[config.mk]
export PLATFORM = sky130hd
export DESIGN_NAME = vote_tally_collector
export DESIGN_NICKNAME = d
export VERILOG_FILES = /design/src/rtl/vote_pkg.sv /design/src/rtl/vote_sat_counter.sv /design/src/rtl/vote_tally_collector.sv
export SDC_FILE = /design/constraint.sdc
export NUM_CORES = 1
export LEC_CHECK = 0
export BUFFER_PORTS_ARGS = -buffer_cell sky130_fd_sc_hd__buf_2
export CAP_MARGIN = 5
export CORE_ASPECT_RATIO = 1.75
export CORE_UTILIZATION = 35
export DETAILED_ROUTE_END_ITERATION = 10
export HOLD_SLACK_MARGIN = 0.05
export PLACE_DENSITY = 0.55
export SYNTH_ARGS = -nofsm -noshare
export SYNTH_HDL_FRONTEND = slang
export SYNTH_SLANG_ARGS = --single-unit
[constraint.sdc]
create_clock -name clk -period 2.4 [get_ports clk]
set_input_delay 0.24 -clock clk [delete_from_list [all_inputs] [get_ports clk]]
set_output_delay 0.24 -clock clk [all_outputs]
set_load 0.03 [all_outputs]
[src/rtl/vote_pkg.sv]
// -----------------------------------------------------------------------------
// vote_pkg
//   Shared types and helpers for the vote tally collector.
//   - state_t   : collector FSM states (COLLECT -> DECIDE -> OUTPUT -> COLLECT)
//   - SAT       : saturation value of a counter at the default counter width
//   - onehot_ok : true when a ballot has exactly one bit set
// -----------------------------------------------------------------------------
package vote_pkg;

   typedef enum logic [1:0] {
      COLLECT = 2'd0,
      DECIDE  = 2'd1,
      OUTPUT  = 2'd2
   } state_t;

   // Widest ballot the helper below accepts; callers zero-extend into it.
   localparam int MAX_CAND = 32;

   // Default counter width and its saturation value. Blocks built with a
   // different CNT_W derive their own all-ones constant locally.
   localparam int                     DEF_CNT_W = 8;
   localparam logic [DEF_CNT_W-1:0]   SAT       = {DEF_CNT_W{1'b1}};

   // Exactly one bit set: non-zero and clearing the lowest set bit leaves zero.
   function automatic logic onehot_ok(input logic [MAX_CAND-1:0] vote);
      return (vote != '0) && ((vote & (vote - 1'b1)) == '0);
   endfunction

endpackage

[src/rtl/vote_sat_counter.sv]
// -----------------------------------------------------------------------------
// vote_sat_counter
//   One saturating per-candidate ballot counter.
//   Ports:
//     clk      in   clock, rising edge
//     rst      in   synchronous active-high reset
//     i_inc    in   count one ballot (ignored once the counter is at max)
//     i_clr    in   clear the count (takes priority over i_inc)
//     o_count  out  current count
//     o_at_max out  count equals the all-ones saturation value
// -----------------------------------------------------------------------------
module vote_sat_counter #(
   parameter int CNT_W = 8
) (
   input  logic             clk,
   input  logic             rst,
   input  logic             i_inc,
   input  logic             i_clr,
   output logic [CNT_W-1:0] o_count,
   output logic             o_at_max
);

   localparam logic [CNT_W-1:0] CNT_SAT = {CNT_W{1'b1}};

   logic [CNT_W-1:0] r_count;

   always_ff @(posedge clk) begin
      if (rst || i_clr) begin
         r_count <= '0;
      end else if (i_inc && (r_count != CNT_SAT)) begin
         r_count <= r_count + 1'b1;
      end
   end

   assign o_count  = r_count;
   assign o_at_max = (r_count == CNT_SAT);

endmodule

[src/rtl/vote_tally_collector.sv]
// -----------------------------------------------------------------------------
// vote_tally_collector
//   Collects one-hot ballots into saturating per-candidate counters. A close
//   request starts a sequential argmax (one candidate per cycle); the packed
//   tally and winner are then held on a valid/ready result port until taken.
//   Ports:
//     clk, rst       clock (rising edge), synchronous active-high reset
//     ballot_valid   in   ballot present
//     ballot_ready   out  collector accepts ballots (COLLECT only)
//     ballot_vote    in   one-hot candidate choice, NUM_CAND bits
//     close_req      in   one-cycle pulse ending the election (COLLECT only)
//     busy           out  deciding or presenting a result
//     result_valid   out  result stable
//     result_ready   in   downstream takes the result
//     result_tally   out  packed counts, candidate i in [i*CNT_W +: CNT_W]
//     result_winner  out  lowest index holding the maximum count
//     result_tie     out  another candidate shares the maximum count
//     result_ovf     out  some counter saw a ballot while saturated
//     rejected_cnt   out  saturating count of non-one-hot ballots
// -----------------------------------------------------------------------------
module vote_tally_collector
   import vote_pkg::*;
#(
   parameter  int NUM_CAND = 3,
   parameter  int CNT_W    = 8,
   localparam int IDX_W    = $clog2(NUM_CAND)
) (
   input  logic                      clk,
   input  logic                      rst,
   input  logic                      ballot_valid,
   output logic                      ballot_ready,
   input  logic [NUM_CAND-1:0]       ballot_vote,
   input  logic                      close_req,
   output logic                      busy,
   output logic                      result_valid,
   input  logic                      result_ready,
   output logic [NUM_CAND*CNT_W-1:0] result_tally,
   output logic [IDX_W-1:0]          result_winner,
   output logic                      result_tie,
   output logic                      result_ovf,
   output logic [CNT_W-1:0]          rejected_cnt
);

   localparam logic [CNT_W-1:0] REJ_SAT  = {CNT_W{1'b1}};
   localparam logic [IDX_W-1:0] LAST_IDX = IDX_W'(NUM_CAND - 1);

   // ---------------------------------------------------------------------------
   // Registers
   // ---------------------------------------------------------------------------
   state_t                     r_state;
   logic                       r_ballot_ready;
   logic                       r_busy;
   logic                       r_ovf;          // sticky, cleared on handoff
   logic [CNT_W-1:0]           r_rejected;
   logic [IDX_W-1:0]           r_idx;          // candidate examined this cycle
   logic [IDX_W-1:0]           r_best;         // best index so far
   logic                       r_tie;          // best count is shared so far
   logic                       r_result_valid;
   logic [NUM_CAND*CNT_W-1:0]  r_result_tally;
   logic [IDX_W-1:0]           r_result_winner;
   logic                       r_result_tie;
   logic                       r_result_ovf;

   // ---------------------------------------------------------------------------
   // Ballot intake and counters
   // ---------------------------------------------------------------------------
   logic                       w_take;
   logic                       w_onehot;
   logic                       w_clr;
   logic [NUM_CAND-1:0]        w_inc;
   logic [NUM_CAND-1:0]        w_at_max;
   logic [CNT_W-1:0]           w_count [NUM_CAND];
   logic [NUM_CAND*CNT_W-1:0]  w_tally;

   // ballot_ready is only ever high in COLLECT, so it doubles as the
   // "collecting" qualifier for the handshake.
   assign w_take   = ballot_valid && r_ballot_ready;
   assign w_onehot = onehot_ok(MAX_CAND'(ballot_vote));
   assign w_clr    = (r_state == OUTPUT) && result_ready;

   for (genvar gi = 0; gi < NUM_CAND; gi++) begin : g_cand
      assign w_inc[gi]                   = w_take && w_onehot && ballot_vote[gi];
      assign w_tally[gi*CNT_W +: CNT_W]  = w_count[gi];

      vote_sat_counter #(
         .CNT_W   (CNT_W)
      ) u_cnt (
         .clk      (clk),
         .rst      (rst),
         .i_inc    (w_inc[gi]),
         .i_clr    (w_clr),
         .o_count  (w_count[gi]),
         .o_at_max (w_at_max[gi])
      );
   end

   // An increment attempted on a saturated counter marks the election overflowed.
   logic w_sat_hit;
   assign w_sat_hit = |(w_inc & w_at_max);

   // ---------------------------------------------------------------------------
   // Argmax step: compare the candidate under examination with the best so far.
   // A strictly larger count takes over and drops the tie; an equal count keeps
   // the lower (earlier) index and flags the tie.
   // ---------------------------------------------------------------------------
   logic [CNT_W-1:0] w_cur_cnt;
   logic [CNT_W-1:0] w_best_cnt;
   logic             w_gt;
   logic             w_eq;
   logic [IDX_W-1:0] w_best_next;
   logic             w_tie_next;
   logic             w_last;

   assign w_cur_cnt   = w_count[r_idx];
   assign w_best_cnt  = w_count[r_best];
   assign w_gt        = (w_cur_cnt > w_best_cnt);
   assign w_eq        = (w_cur_cnt == w_best_cnt);
   assign w_best_next = w_gt ? r_idx : r_best;
   assign w_tie_next  = w_gt ? 1'b0 : (w_eq ? 1'b1 : r_tie);
   assign w_last      = (r_idx == LAST_IDX);

   // ---------------------------------------------------------------------------
   // Control FSM with registered outputs
   // ---------------------------------------------------------------------------
   always_ff @(posedge clk) begin
      if (rst) begin
         r_state         <= COLLECT;
         r_ballot_ready  <= 1'b1;
         r_busy          <= 1'b0;
         r_ovf           <= 1'b0;
         r_rejected      <= '0;
         r_idx           <= '0;
         r_best          <= '0;
         r_tie           <= 1'b0;
         r_result_valid  <= 1'b0;
         r_result_tally  <= '0;
         r_result_winner <= '0;
         r_result_tie    <= 1'b0;
         r_result_ovf    <= 1'b0;
      end else begin
         case (r_state)
            COLLECT: begin
               if (w_take && !w_onehot && (r_rejected != REJ_SAT)) begin
                  r_rejected <= r_rejected + 1'b1;
               end
               if (w_sat_hit) begin
                  r_ovf <= 1'b1;
               end
               // A ballot in the close cycle lands in the counters on this same
               // edge, so the first DECIDE cycle already sees it.
               if (close_req) begin
                  r_state        <= DECIDE;
                  r_ballot_ready <= 1'b0;
                  r_busy         <= 1'b1;
                  r_idx          <= IDX_W'(1);
                  r_best         <= '0;
                  r_tie          <= 1'b0;
               end
            end

            DECIDE: begin
               r_best <= w_best_next;
               r_tie  <= w_tie_next;
               r_idx  <= r_idx + 1'b1;
               // The final comparison feeds the result registers directly so
               // OUTPUT is entered NUM_CAND-1 cycles after the close.
               if (w_last) begin
                  r_state         <= OUTPUT;
                  r_result_valid  <= 1'b1;
                  r_result_tally  <= w_tally;
                  r_result_winner <= w_best_next;
                  r_result_tie    <= w_tie_next;
                  r_result_ovf    <= r_ovf;
               end
            end

            OUTPUT: begin
               if (result_ready) begin
                  r_state         <= COLLECT;
                  r_ballot_ready  <= 1'b1;
                  r_busy          <= 1'b0;
                  r_ovf           <= 1'b0;
                  r_rejected      <= '0;
                  r_result_valid  <= 1'b0;
                  r_result_tally  <= '0;
                  r_result_winner <= '0;
                  r_result_tie    <= 1'b0;
                  r_result_ovf    <= 1'b0;
               end
            end

            default: begin
               r_state        <= COLLECT;
               r_ballot_ready <= 1'b1;
               r_busy         <= 1'b0;
               r_result_valid <= 1'b0;
            end
         endcase
      end
   end

   assign ballot_ready  = r_ballot_ready;
   assign busy          = r_busy;
   assign result_valid  = r_result_valid;
   assign result_tally  = r_result_tally;
   assign result_winner = r_result_winner;
   assign result_tie    = r_result_tie;
   assign result_ovf    = r_result_ovf;
   assign rejected_cnt  = r_rejected;

endmodule

### Yosys cells after proc, flatten, opt, wreduce, memory -nomap -nowiden

Cells that the tools add are included.
Widths: inputs -> output; s select.

* word-level logic and storage cells: 114
* flip-flop bits (word level): 71
* output and inout port bits: 39

* order comparisons: 3
* add/subtract/negate cells: 6
* multiplexer cells: 39
* bitwise operators: 6
* equal/unequal tests: 16
* reduce and logical (&&, ||, !) cells: 28

Operators by type and width (number)
* $mux 24: 2
* $mux 8: 6
* $pmux 24 s2: 1
* $add 8x1->8 const B: 4
* $and 3x32->32: 1
* $bmux 8 s2: 2
* $logic_not 32->1: 1
* $ne 8x8->1 const B: 4
* $eq 8x8->1 const B: 3
* $reduce_and 3->1: 6
* $pmux 8 s2: 1
* $logic_and 1x1->1: 12
* $mux 2: 6
* $pmux 2 s2: 3
* $mux 1: 10
* $ne 2x2->1 const B: 5
* $pmux 1 s3: 3
* $eq 8x8->1: 1
* $gt 8x8->1: 1
* $pmux 1 s2: 4
* $ge 3x3->1 const B: 2
* $not 2->3: 2
* $pmux 2 s3: 1
* $reduce_bool 2->1: 3
* 12 further kinds: 14

### Depth between registers and ports, before layout

Gate-level depths: netlist of run 1.

* word-level depth: 10
* gate-level depth with buffers: 10
* depth with buffers taken out: 9

### Modules after synthesis

Synthesis of run 1 repeated with hierarchy kept, for this count alone.

* cell total of the unflattened synthesis: 441
* area total of the unflattened synthesis: 3702.3 um^2

By module, submodules not included
* vote_tally_collector: area an instance 2426.1 um^2, seq. area each 940.9 um^2, cells each 294, instances 1
* vote_sat_counter: area an instance 425.4 um^2, seq. area each 160.2 um^2, cells each 49, instances 3

### Worst setup path after synthesis of run 1

Ideal clock, no wire load.

* kind: reg2reg
* start point: register r_idx[1]
* end point: register r_result_winner[0], in the netlist result_winner[0]
* data required time: 2.280 ns
* period minus slack after synthesis: 2.491 ns
* setup time: 0.120 ns
* data arrival time: 2.371 ns
* setup slack: -0.091 ns
* stages on the path, launching flop included: 11
* buffers on the path: 2
* cell sequence: dfxtp_1 buf_2 clkbuf_1 mux2i_1 o22ai_1 ha_1 and4_1 nand2_1 o21ai_0 and4_1 a211o_1

* longest elaborated chain between the ends: 8

RTL lines
* from (decl): RTL line vote_tally_collector.sv:55 `logic [IDX_W-1:0] r_idx;`
* from (signal assigned): RTL line vote_tally_collector.sv:164 `r_idx <= r_idx + 1'b1;`
* $not 2->3 (implied by the code): RTL line vote_tally_collector.sv:114 `assign w_cur_cnt = w_count[r_idx];`
* $bmux 8 s2: RTL line vote_tally_collector.sv:114
* $mux 8 (implied by the code) (2 in series): RTL line vote_tally_collector.sv:114
* $gt 8x8->1: RTL line vote_tally_collector.sv:116 `assign w_gt = (w_cur_cnt > w_best_cnt);`
* $mux 2: RTL line vote_tally_collector.sv:118 `assign w_best_next = w_gt ? r_idx : r_best;`
* $mux 2: RTL line vote_tally_collector.sv:167 `if (w_last) begin`
* $pmux 2 s2: RTL line vote_tally_collector.sv:141 `case (r_state)`
* to (signal assigned): RTL line vote_tally_collector.sv:171 `r_result_winner <= w_best_next;`
* to (decl): RTL line vote_tally_collector.sv:60 `logic [IDX_W-1:0] r_result_winner;`

Parallel ways exist; a longest one is shown, timed or not. The select of a mux whose other input is x is not followed.
A chain may end at the register's enable or synchronous reset.

### Final worst setup path of run 1

* start point: register r_best[1]
* end point: register r_best[0]

* longest elaborated chain between the ends: 7

RTL lines
* from (decl): RTL line vote_tally_collector.sv:56 `logic [IDX_W-1:0] r_best;`
* from (signal assigned): RTL line vote_tally_collector.sv:162 `r_best <= w_best_next;`
* $not 2->3 (implied by the code): RTL line vote_tally_collector.sv:115 `assign w_best_cnt = w_count[r_best];`
* $bmux 8 s2: RTL line vote_tally_collector.sv:115
* $mux 8 (implied by the code) (2 in series): RTL line vote_tally_collector.sv:115
* $gt 8x8->1: RTL line vote_tally_collector.sv:116
* $mux 2: RTL line vote_tally_collector.sv:118
* $pmux 2 s2: RTL line vote_tally_collector.sv:141

No other way between the ends. The select of a mux whose other input is x is not followed.

==> results.md, run 1 <==
* Starting Density at between 30% and 40%
* CP startpoint kind: register
* Met2 usage at 35.5%
* Utilization after layout at 45.6%
* Core Box Area at 10200 um2
* Internal power at around 2.2 mW
* Met1 GRT Util at 20.8%
* Sw Share at 22.8%
* Sequential Power Share at 42.8%
* Post-synth cell types at 63
* EDFF count, synth at 0
* Share of cells above drive strength 1 at about a quarter
* Gr usage total at slightly below 20%
* Fin crit period at approximately 2500 ps
* Setup WS post-layout at -72.0 ps
* R2R Path Start: r_best[1]
* CP Capture Type: register
* Chip Height at 138 um
* GR Util met3 at 3.11%
* Initial antenna violation count at 0
* Yosys reg bits at 71
* Sw power at 0.645 mW
* # Max-Cap Violations at 0
* DR vias/cell at 5.42
* CP Max Fanout at 6
* YS warnings at 0
* Failing checks: setup timing
* Std-Cell Rows at 49
* Clock power share at roughly half
* Number of iterations in the first detailed-routing pass at 4
* H-tree Lvls at 3
* Worst stage delay on the critical path at approximately 470 ps
* Initial DRC Count at 99
* Most used DFF post-synth: dfxtp_1
* Clk_skew at 3.67 ps
* Hold Path Depth at 2
* Pwr Density at 605 nW/um2
* R2R setup slack at -70 ps
* CP Buf/Inv Count at 3
* Worst-path clk slew at 60 ps
* Vias at between 3000 and 4000
* Drt drc at 0
* Outcome: finished with violations
* DR WL/cell at 16.3 um
* Setup CP Type: reg -> reg
* Hold Vio Cnt, Final at 0
* Syn avg cell area at 8.48 um2
* Layer with the highest usage: met2
* CP max-delay cell: o211ai_1
* Critical-path cell list: buf_12, buf_8, buf_4, mux2i_1, o22ai_1, ha_1, nor2b_4, o211a_1, o211ai_1, a41oi_2, o32ai_2
* CP delay by family, top: compound AO/OA/AOI/OAI gates
* Area grow syn2layout at 27.1%
* CTS buffer count at 9
* Clock buffer depth at 2
* IO Count at 47
* Syn Nets at 454
* Ys async rst share at 0%
* PortBufs at 46
* Final weighted congestion in routability-driven placement at 0.852
* Max Clock Freq at 0.405 GHz
* Largest net degree at the start of global routing at 38
* Vias in the first global route at 3259
* Setup violators final at 4
* Worst skew pair latency at 340 ps
* Die W at about 79 um
* Final TNS setup at -232 ps
* VDD IR max at ~0.0004 V
* Tightest Pin Transition at 533 ps
* Dpl hpwl at 7.55 mm
* Worst r2r path cells at 11
* Fin. max-slew vios at 0
* Share of the yosys chip area belonging to registers at 38.7%
* Crit path required time at approximately 2600 ps
* Fin crit share at 103%
* Cells after Synth at 433
* Hold/Removal Path Class: in -> reg
* RSZ-0062 raised after global routing: yes
* Inserted Diodes at 0
* CTS root buf: clkbuf_16
* First-pass GRT wire length at 16.2 mm
* Antenna-violating nets left at 0
* Final Net Count at 520
* Min-delay src: rst
* Worst Hold Path EP: r_state[1]
* Clock sink count at 71
* Full die area at 10900 um2
* Logic pwr share at 7.5%
* Grt ovf at 0
* Synth Cell Area at between 3000 and 4000 um2
* DRT Wirelength at 10.3 mm
* Worst r2r dst: r_best[0]
* Total power at around 2.8 mW
* Leakage at approximately 1.9 nW
* WP data arrival at between 2000 and 3000 ps
* Slew Limit Headroom at 64.3%
* CTS tree: done
cells by family (layout without fill, tap and decap cells):
logic type | count (synthesis) | after routing | synth area share, %
compound gates | 104 | 104 | 19.4
xor+xnor | 14 | 14 | 3.34
fa+ha+maj | 13 | 13 | 4.43
buf+inv | 42 | 113 | 5.35
flops | 71 | 71 | 38.7
mux | 22 | 22 | 6.03
simple gates | 167 | 167 | 22.7
flip-flops by register name (all words and copies together) (netlist names):
register and flops:
ballot_ready 1, busy 1, g_cand.u_cnt.o_count 24, r_best 2, r_idx 2, r_ovf 1, r_state 2, r_tie 1
rejected_cnt 8, result_ovf 1, result_tally 24, result_tie 1, result_valid 1, result_winner 2
Yosys cell counts (9+ instances only):
cell      number  share of area [%]
dfxtp_1       71                 39
nor2_1        66                6.7
nand2_1       31                3.2
a22oi_1       26                5.3
a21oi_1       21                2.9
mux2i_1       21                5.7
o21ai_0       18                2.5
nand3_1       16                2.2
clkbuf_1      13                1.3
ha_1          13                4.4
or3_1         11                1.9
inv_1         10                1.0
buf_2          9                1.2
worst max path at each step:
stage / from / endpoint / slack, ps / depth (start not counted)
final: r_best[1] / r_best[0] / -70 / 11
after global routing: r_best[1] / r_best[0] / -210 / 10
after CTS: r_best[1] / result_winner[0] / -20 / 10
after detailed placement: r_best[1] / r_best[0] / -60 / 10
after global placement: r_best[1] / r_best[0] / -2 / 10
after floorplan: r_idx[1] / result_winner[0] / 20 / 10
power groups by stage:
stage               Sequential (mW)  Clock [mW]  Combinational [mW]
global route                   1.21        1.48               0.229
global placement               1.23           0               0.190
CTS                            1.21        1.44               0.207
detailed placement             1.23           0               0.191
finish                         1.21        1.41               0.210
floorplan                      1.24           0               0.125
metrics by stage:
stage	worst slack [ps]	hold slack, ps	instance area [um2]	instances
2_1_floorplan	16.2	392	3670	433
3_3_place_gp	-1.73	441	4160	606
3_5_place_dp	-64.8	441	4160	606
4_1_cts	-21.6	160	4630	629
5_1_grt	-213	178	4670	631
6_report	-72.0	163	4670	631
cell type report:
cell class	instances	area, um2
multi-input combinational	320	2140
clock buffer	10	229
inverter	12	50.0
tap	127	159
fill	983	5570
clock inverter	6	85.1
sequential	71	1420
timing repair buffer	85	581
cells in the final DEF (no fill, tap or decap), drive strengths merged, types with 2 or more instances in the layout:
master / synthesis / routed
and2: 3 / 3
o211ai: 4 / 4
ha: 13 / 13
a21oi: 22 / 22
or3: 11 / 11
bufinv: 0 / 2
nor2: 69 / 69
nand3: 16 / 16
buf: 16 / 85
nor4: 2 / 2
xor2: 6 / 6
o31ai: 2 / 2
o211a: 4 / 4
inv: 11 / 11
and2b: 2 / 2
and4: 4 / 4
clkinvlp: 0 / 2
nor2b: 2 / 2
a22oi: 26 / 26
nor3: 8 / 8
nand4: 7 / 7
or4: 3 / 3
clkbuf: 14 / 10
o22ai: 8 / 8
dfxtp: 71 / 71
o21ai: 19 / 19
o32ai: 2 / 2
a21o: 2 / 2
clkinv: 1 / 3
a31oi: 8 / 8
xnor2: 8 / 8
mux2i: 21 / 21
nand3b: 2 / 2
nand2: 31 / 31
repair_timing:
| item | 4_1_cts | 5_1_grt |
|---|---|---|
| pin swaps | 10 | 14 |
| endpoints found under the setup margin | 4 | 4 |
| buffers inserted | 7 | 2 |
| cloned | 0 | 0 |
| hold buffers | 0 | 0 |
| gates resized for setup | 20 | 5 |
layer usage:
layer,wire (um),part of all wire [%]
met5,0,0
met4,433,4.2
met3,294,2.9
met2,5350,52
met1,4180,41
(Power assumes the default switching activity.)
==> run 2, diff against run 1 <==
--- a/config.mk
+++ b/config.mk
@@ -11,7 +11,7 @@
 export CORE_UTILIZATION = 35
 export DETAILED_ROUTE_END_ITERATION = 10
 export HOLD_SLACK_MARGIN = 0.05
-export PLACE_DENSITY = 0.55
+export PLACE_DENSITY = 0.53
 export SYNTH_ARGS = -nofsm -noshare
 export SYNTH_HDL_FRONTEND = slang
 export SYNTH_SLANG_ARGS = --single-unit
==> constraint.sdc (replaced) <==
create_clock -name clk -period 3.21 [get_ports clk]
set_input_delay 0.321 -clock clk [delete_from_list [all_inputs] [get_ports clk]]
set_output_delay 0.321 -clock clk [all_outputs]
set_load 0.05 [all_outputs]
==> results.md, run 2 (synthesis results as in run 1) <==
* Vias in the first global route at 3185 (was 3259)
* Area grow syn2layout at 17.0% (was 27.1%)
* RSZ-0062 raised after global routing: no (was yes)
* R2R Path Start: r_idx[1] (was r_best[1])
* Pre-CTS setup slack at 574 ps (was -64.8 ps)
* Final TNS setup at 0 ps (was -232 ps)
* Worst r2r path cells at 8 (was 11)
* Number of iterations in the first detailed-routing pass at 4 (unchanged)
* CTS tree: done (unchanged)
* Fin crit period at 2640 ps (was 2470 ps)
* Commonest non-fill, non-tap cell in the layout: dfxtp_1 (unchanged)
* CTS buffer count at 9 (unchanged)
* Postcts setup bufs at 0 (was 7)
* Inserted Diodes at 0 (unchanged)
* CP max-delay cell: dfxtp_1 (was o211ai_1)
* Placement Cell Area at 3950 um2 (was 4160 um2)
* Chip Height at 138 um (unchanged)
* Die W at 79.4 um (unchanged)
* Full die area at 10900 um2 (unchanged)
* Hold/Removal Path Class: in -> reg (unchanged)
* Utilization after layout at 42.0% (was 45.6%)
* VDD IR max at 0.000255 V (was 0.000393 V)
* Hold Path Depth at 3 (was 2)
* Setup violators final at 0 (was 4)
* Clock sink count at 71 (unchanged)
* Max Clock Freq at 0.379 GHz (was 0.405 GHz)
* Worst r2r dst: result_winner[0] (was r_best[0])
* Share of cells above drive strength 1 at 17.4% (was 26.0%)
* Final Net Count at 486 (was 520)
* Worst-path clk slew at 60 ps (about the same)
* Worst stage delay on the critical path at 730 ps (was 470 ps)
* DRT Wirelength at 9.78 mm (was 10.3 mm)
* Final weighted congestion in routability-driven placement at 0.794 (was 0.852)
* Cts hold-fix bufs at 0 (unchanged)
* Vias at 3272 (was 3423)
* First-pass GRT wire length at 15.8 mm (was 16.2 mm)
* Setup CP Type: reg -> reg (unchanged)
* Dpl hpwl at 7.21 mm (was 7.55 mm)
* CP startpoint kind: register (unchanged)
* Drt drc at 0 (unchanged)
* Starting Density at 35.9% (unchanged)
* PortBufs at 46 (unchanged)
* Hold Vio Cnt, Final at 0 (unchanged)
* Slew Limit Headroom at 47.4% (was 64.3%)
* Antenna-violating nets left at 0 (unchanged)
* Largest net degree at the start of global routing at 43 (was 38)
* H-tree Lvls at 3 (unchanged)
* CP Capture Type: register (unchanged)
* Setup WS post-layout at 571 ps (was -72.0 ps)
* Critical-path cell list: mux2i_1, o22ai_1, ha_1, and4_1, nand2_1, o21ai_0, and4_1, a211o_1 (was buf_12, buf_8, buf_4, mux2i_1, o22ai_1, ha_1, nor2b_4, o211a_1, o211ai_1, a41oi_2, o32ai_2)
* Std-Cell Rows at 49 (unchanged)
* DR vias/cell at 5.48 (was 5.42)
* Post-route cell area at 4300 um2 (was 4670 um2)
* Most frequent CP cell: and4_1
* Gr usage total at 19.1% (was 19.6%)
* Worst skew pair latency at 330 ps (was 340 ps)
* Fin. max-slew vios at 0 (unchanged)
* Min-delay src: rst (unchanged)
* Initial DRC Count at 104 (was 99)
* Final hold slack at 256 ps (was 163 ps)
* Clk_skew at 3.62 ps (was 3.67 ps)
* Grt ovf at 0 (unchanged)
* Commonest non-fill, non-tap cells in the layout: dfxtp_1 (71), nor2_1 (66), buf_2 (46), nand2_1 (31), a22oi_1 (26) (was dfxtp_1 (69), nor2_1 (66), buf_2 (46), buf_4 (34), nand2_1 (30))
* Initial antenna violation count at 0 (unchanged)
* # resized after CTS at 0 (was 20)
* # Max-Cap Violations at 0 (unchanged)
* Outcome: finished clean (was finished with violations)
* DR WL/cell at 16.4 um (was 16.3 um)
* Worst Hold Path EP: ballot_ready (was r_state[1])
* R2R setup slack at 570 ps (was -70 ps)
* CP Max Fanout at 14 (was 6)
* Leakage at 1.67 nW (was 1.88 nW)
* Pwr Density at 511 nW/um2 (was 605 nW/um2)
* Clock buffer depth at 2 (unchanged)
* Crit path required time at 3430 ps (was 2630 ps)
* WP data arrival at 2850 ps (was 2710 ps)
* CTS root buf: clkbuf_16 (unchanged)
* Tightest Pin Transition at 785 ps (was 533 ps)
* IO Count at 47 (unchanged)
* Fin crit share at 82.2% (was 103%)
* Core Box Area at 10200 um2 (unchanged)
[run 2: cell type report]
| cell class | instances | area, um2 |
|---|---|---|
| fillers | 1029 | 5940 |
| multi-input cells | 320 | 2060 |
| flip-flops and latches | 71 | 1420 |
| repair buffers | 51 | 268 |
| clock buffers | 11 | 243 |
| well taps | 127 | 159 |
| clock inverters | 5 | 105 |
| inverters | 12 | 45.0 |
[run 2: metal layers]
| metal | vias to the layer above | global-route usage, % | part of all wire (%) |
|---|---|---|---|
| met5 | - | 0 | 0 |
| met4 | 0 | 9.19 | 3.2 |
| met3 | 19 | 4.30 | 3.9 |
| met2 | 81 | 35.5 | 54 |
| met1 | 1541 | 19.8 | 39 |
| li1 | 1631 | - | - |
[run 2: worst max-delay path by stage]
| stage | from | end | slack, ps | cells past startpoint |
|---|---|---|---|---|
| detailed placement | r_idx[1] | result_winner[0] | 570 | 8 |
| finish | r_idx[1] | result_winner[0] | 570 | 8 |
| global route | r_idx[1] | result_winner[0] | 370 | 8 |
| CTS | r_idx[1] | result_winner[0] | 560 | 8 |
| global placement | r_best[1] | result_winner[0] | 550 | 9 |
| floorplan | r_idx[1] | result_winner[0] | 720 | 10 |
[run 2: critical path, delay by kind of cell (launching register included)]
family / cells / cell delay, ps
AOI/OAI and AO/OA: 3 / 570
DFF: 1 / 730
muxes: 1 / 270
and+or+nand+nor: 3 / 590
adders and majority gates: 1 / 370
[run 2: through the flow]
step	total power [mW]	instances
2_1_floorplan	1.03	433
3_3_place_gp	1.06	581
3_5_place_dp	1.06	581
4_1_cts	2.23	597
5_1_grt	2.28	597
6_report	2.20	597
[run 2: power by group]
part	leakage (nW)	internal, mW	switching, mW
logic	0.934	0.0431	0.0839
registers	0.574	0.892	0.0225
clock network	0.162	0.780	0.374
total	1.67	1.71	0.480
==> run 3, diff against run 2 <==
==> constraint.sdc (replaced) <==
create_clock -name clk -period 2.7 [get_ports clk]
set_input_delay 0.27 -clock clk [delete_from_list [all_inputs] [get_ports clk]]
set_output_delay 0.27 -clock clk [all_outputs]
set_load 0.05 [all_outputs]
==> results.md, run 3 (synthesis results as in run 1) <==
* Slew Limit Headroom at 60.0% (was 47.4%)
* Grt ovf at 0 (unchanged)
* CP max-delay cell: dfxtp_1 (unchanged)
* Initial antenna violation count at 0 (unchanged)
* Vias at 3307 (was 3272)
* Final weighted congestion in routability-driven placement at 0.875 (was 0.794)
* Fin crit period at 2470 ps (was 2640 ps)
* Chip Height at 138 um (unchanged)
* Post-route cell area at 4360 um2 (was 4300 um2)
* Commonest non-fill, non-tap cells in the layout: dfxtp_1 (70), nor2_1 (66), buf_2 (46), nand2_1 (31), a22oi_1 (26) (was dfxtp_1 (71), nor2_1 (66), buf_2 (46), nand2_1 (31), a22oi_1 (26))
* Final TNS setup at 0 ps (unchanged)
* Critical-path cell list: buf_4, mux2i_1, nor2_1, a31oi_1, ha_1, and4_1, nand2_1, o21ai_0, and4_1, a211o_1 (was mux2i_1, o22ai_1, ha_1, and4_1, nand2_1, o21ai_0, and4_1, a211o_1)
* H-tree Lvls at 3 (unchanged)
* CP Capture Type: register (unchanged)
* CTS tree: done (unchanged)
* Hold/Removal Path Class: in -> reg (unchanged)
* WP data arrival at 2700 ps (was 2850 ps)
* Pwr Density at 585 nW/um2 (was 511 nW/um2)
* CP startpoint kind: register (unchanged)
* DR WL/cell at 16.4 um (about the same)
* Vias in the first global route at 3036 (was 3185)
* Share of cells above drive strength 1 at 19.6% (was 17.4%)
* Multi-input logic area at 2060 um2 (unchanged)
* Final Net Count at 496 (was 486)
* CTS buffer count at 9 (unchanged)
* CP Max Fanout at 9 (was 14)
* CP Buf/Inv Count at 1 (was 0)
* Full die area at 10900 um2 (unchanged)
* Max Clock Freq at 0.404 GHz (was 0.379 GHz)
* Area grow syn2layout at 18.6% (was 17.0%)
* RSZ-0062 raised after global routing: no (unchanged)
* Clock buffer depth at 2 (unchanged)
* PortBufs at 46 (unchanged)
* Tightest Pin Transition at 594 ps (was 785 ps)
* Antenna-violating nets left at 0 (unchanged)
* CTS root buf: clkbuf_16 (unchanged)
* Fillcell total at 1038 (was 1029)
* Commonest non-fill, non-tap cell in the layout: dfxtp_1 (unchanged)
* Inserted Diodes at 0 (unchanged)
* First-pass GRT wire length at 15.7 mm (was 15.8 mm)
* Clk_skew at 4.45 ps (was 3.62 ps)
* Initial DRC Count at 213 (was 104)
* Die W at 79.4 um (unchanged)
* Placement Cell Area at 4020 um2 (was 3950 um2)
* IO Count at 47 (unchanged)
* Worst stage delay on the critical path at 330 ps (was 730 ps)
* Fin crit share at 91.7% (was 82.2%)
* DR vias/cell at 5.45 (was 5.48)
* Crit path required time at 2920 ps (was 3430 ps)
* Core Box Area at 10200 um2 (unchanged)
* Number of iterations in the first detailed-routing pass at 5 (was 4)
* Dpl hpwl at 7.33 mm (was 7.21 mm)
* Gr usage total at 19.0% (was 19.1%)
* DRT Wirelength at 9.98 mm (was 9.78 mm)
* Largest net degree at the start of global routing at 43 (unchanged)
* Register area at 1420 um2 (about the same)
* Most frequent CP cell: and4_1 (unchanged)
* Cts hold-fix bufs at 0 (unchanged)
* CP delay by family, top: simple AND/OR/NAND/NOR gates (was flip-flops)
* # Max-Cap Violations at 0 (unchanged)
* Hold Vio Cnt, Final at 0 (unchanged)
* Worst-path clk slew at 60 ps (about the same)
* Setup violators final at 0 (unchanged)
* VDD IR max at 0.000307 V (was 0.000255 V)
* Leakage at 1.72 nW (was 1.67 nW)
* Outcome: finished clean (unchanged)
* Clock sink count at 71 (unchanged)
* Starting Density at 35.9% (unchanged)
* Std-Cell Rows at 49 (unchanged)
* Worst skew pair latency at 340 ps (was 330 ps)
* Setup CP Type: reg -> reg (unchanged)
* Fin. max-slew vios at 0 (unchanged)
* Drt drc at 0 (unchanged)
-- run 3: cell type report --
class,instances,area share [%]
Inverter,12,1.03
Timing Repair Buffer,61,7.87
Sequential cell,71,32.6
Clock inverter,5,1.84
Multi-Input combinational cell,320,47.2
Clock buffer,11,5.80
Tap cell,127,3.65
-- run 3: worst reg2reg max path: cells and delay by family (launching register included) --
family                   cells  cell delay [ps]
AO/OA/AOI/OAI                3              640
adder cells (fa/ha/maj)      1              260
buffers and inverters        1              200
flip-flops                   1              330
multiplexers                 1              250
AND/OR/NAND/NOR              4              670
-- run 3: what timing repair did --
item / in CTS / in global routing
gates resized for setup: 0 / 1
buffers inserted: 0 / 0
endpoints found under the hold margin: 0 / 0
endpoints found under the setup margin: 0 / 3
-- run 3: routing by layer --
layer | GRT usage (%) | part of all wire, %
met2 | 35.3 | 54
met4 | 8.69 | 2.6
met5 | 0 | 0
met3 | 3.91 | 3.0
met1 | 20.2 | 41
-- run 3: power by group --
group | total [mW] | switching (mW) | internal, mW
sequential | 1.08 | 0.0208 | 1.06
clock | 1.31 | 0.451 | 0.857
combinational | 0.162 | 0.107 | 0.0542
total | 2.55 | 0.579 | 1.97
-- run 3: final timing paths --
kind                      end  slack [ps]        startpoint  cells after the start
min              ballot_ready         220               rst                      3
min reg2reg  result_winner[1]         460  result_winner[1]                      2
max reg2reg  result_winner[0]         230         r_best[1]                     10
max          result_winner[0]         230         r_best[1]                     10
-- run 3: stage by stage --
stage | util [%] | total power, mW | setup WS [ps] | std cells | hold slack, ps
floorplan | - | 1.22 | 209 | 433 | 422
finish | 42.6 | 2.55 | 225 | 607 | 224
detailed placement | 39.3 | 1.27 | 198 | 591 | 454
global placement | 39.3 | 1.26 | 273 | 591 | 445
CTS | 42.6 | 2.58 | 188 | 607 | 224
global route | 42.6 | 2.65 | 19.0 | 607 | 261
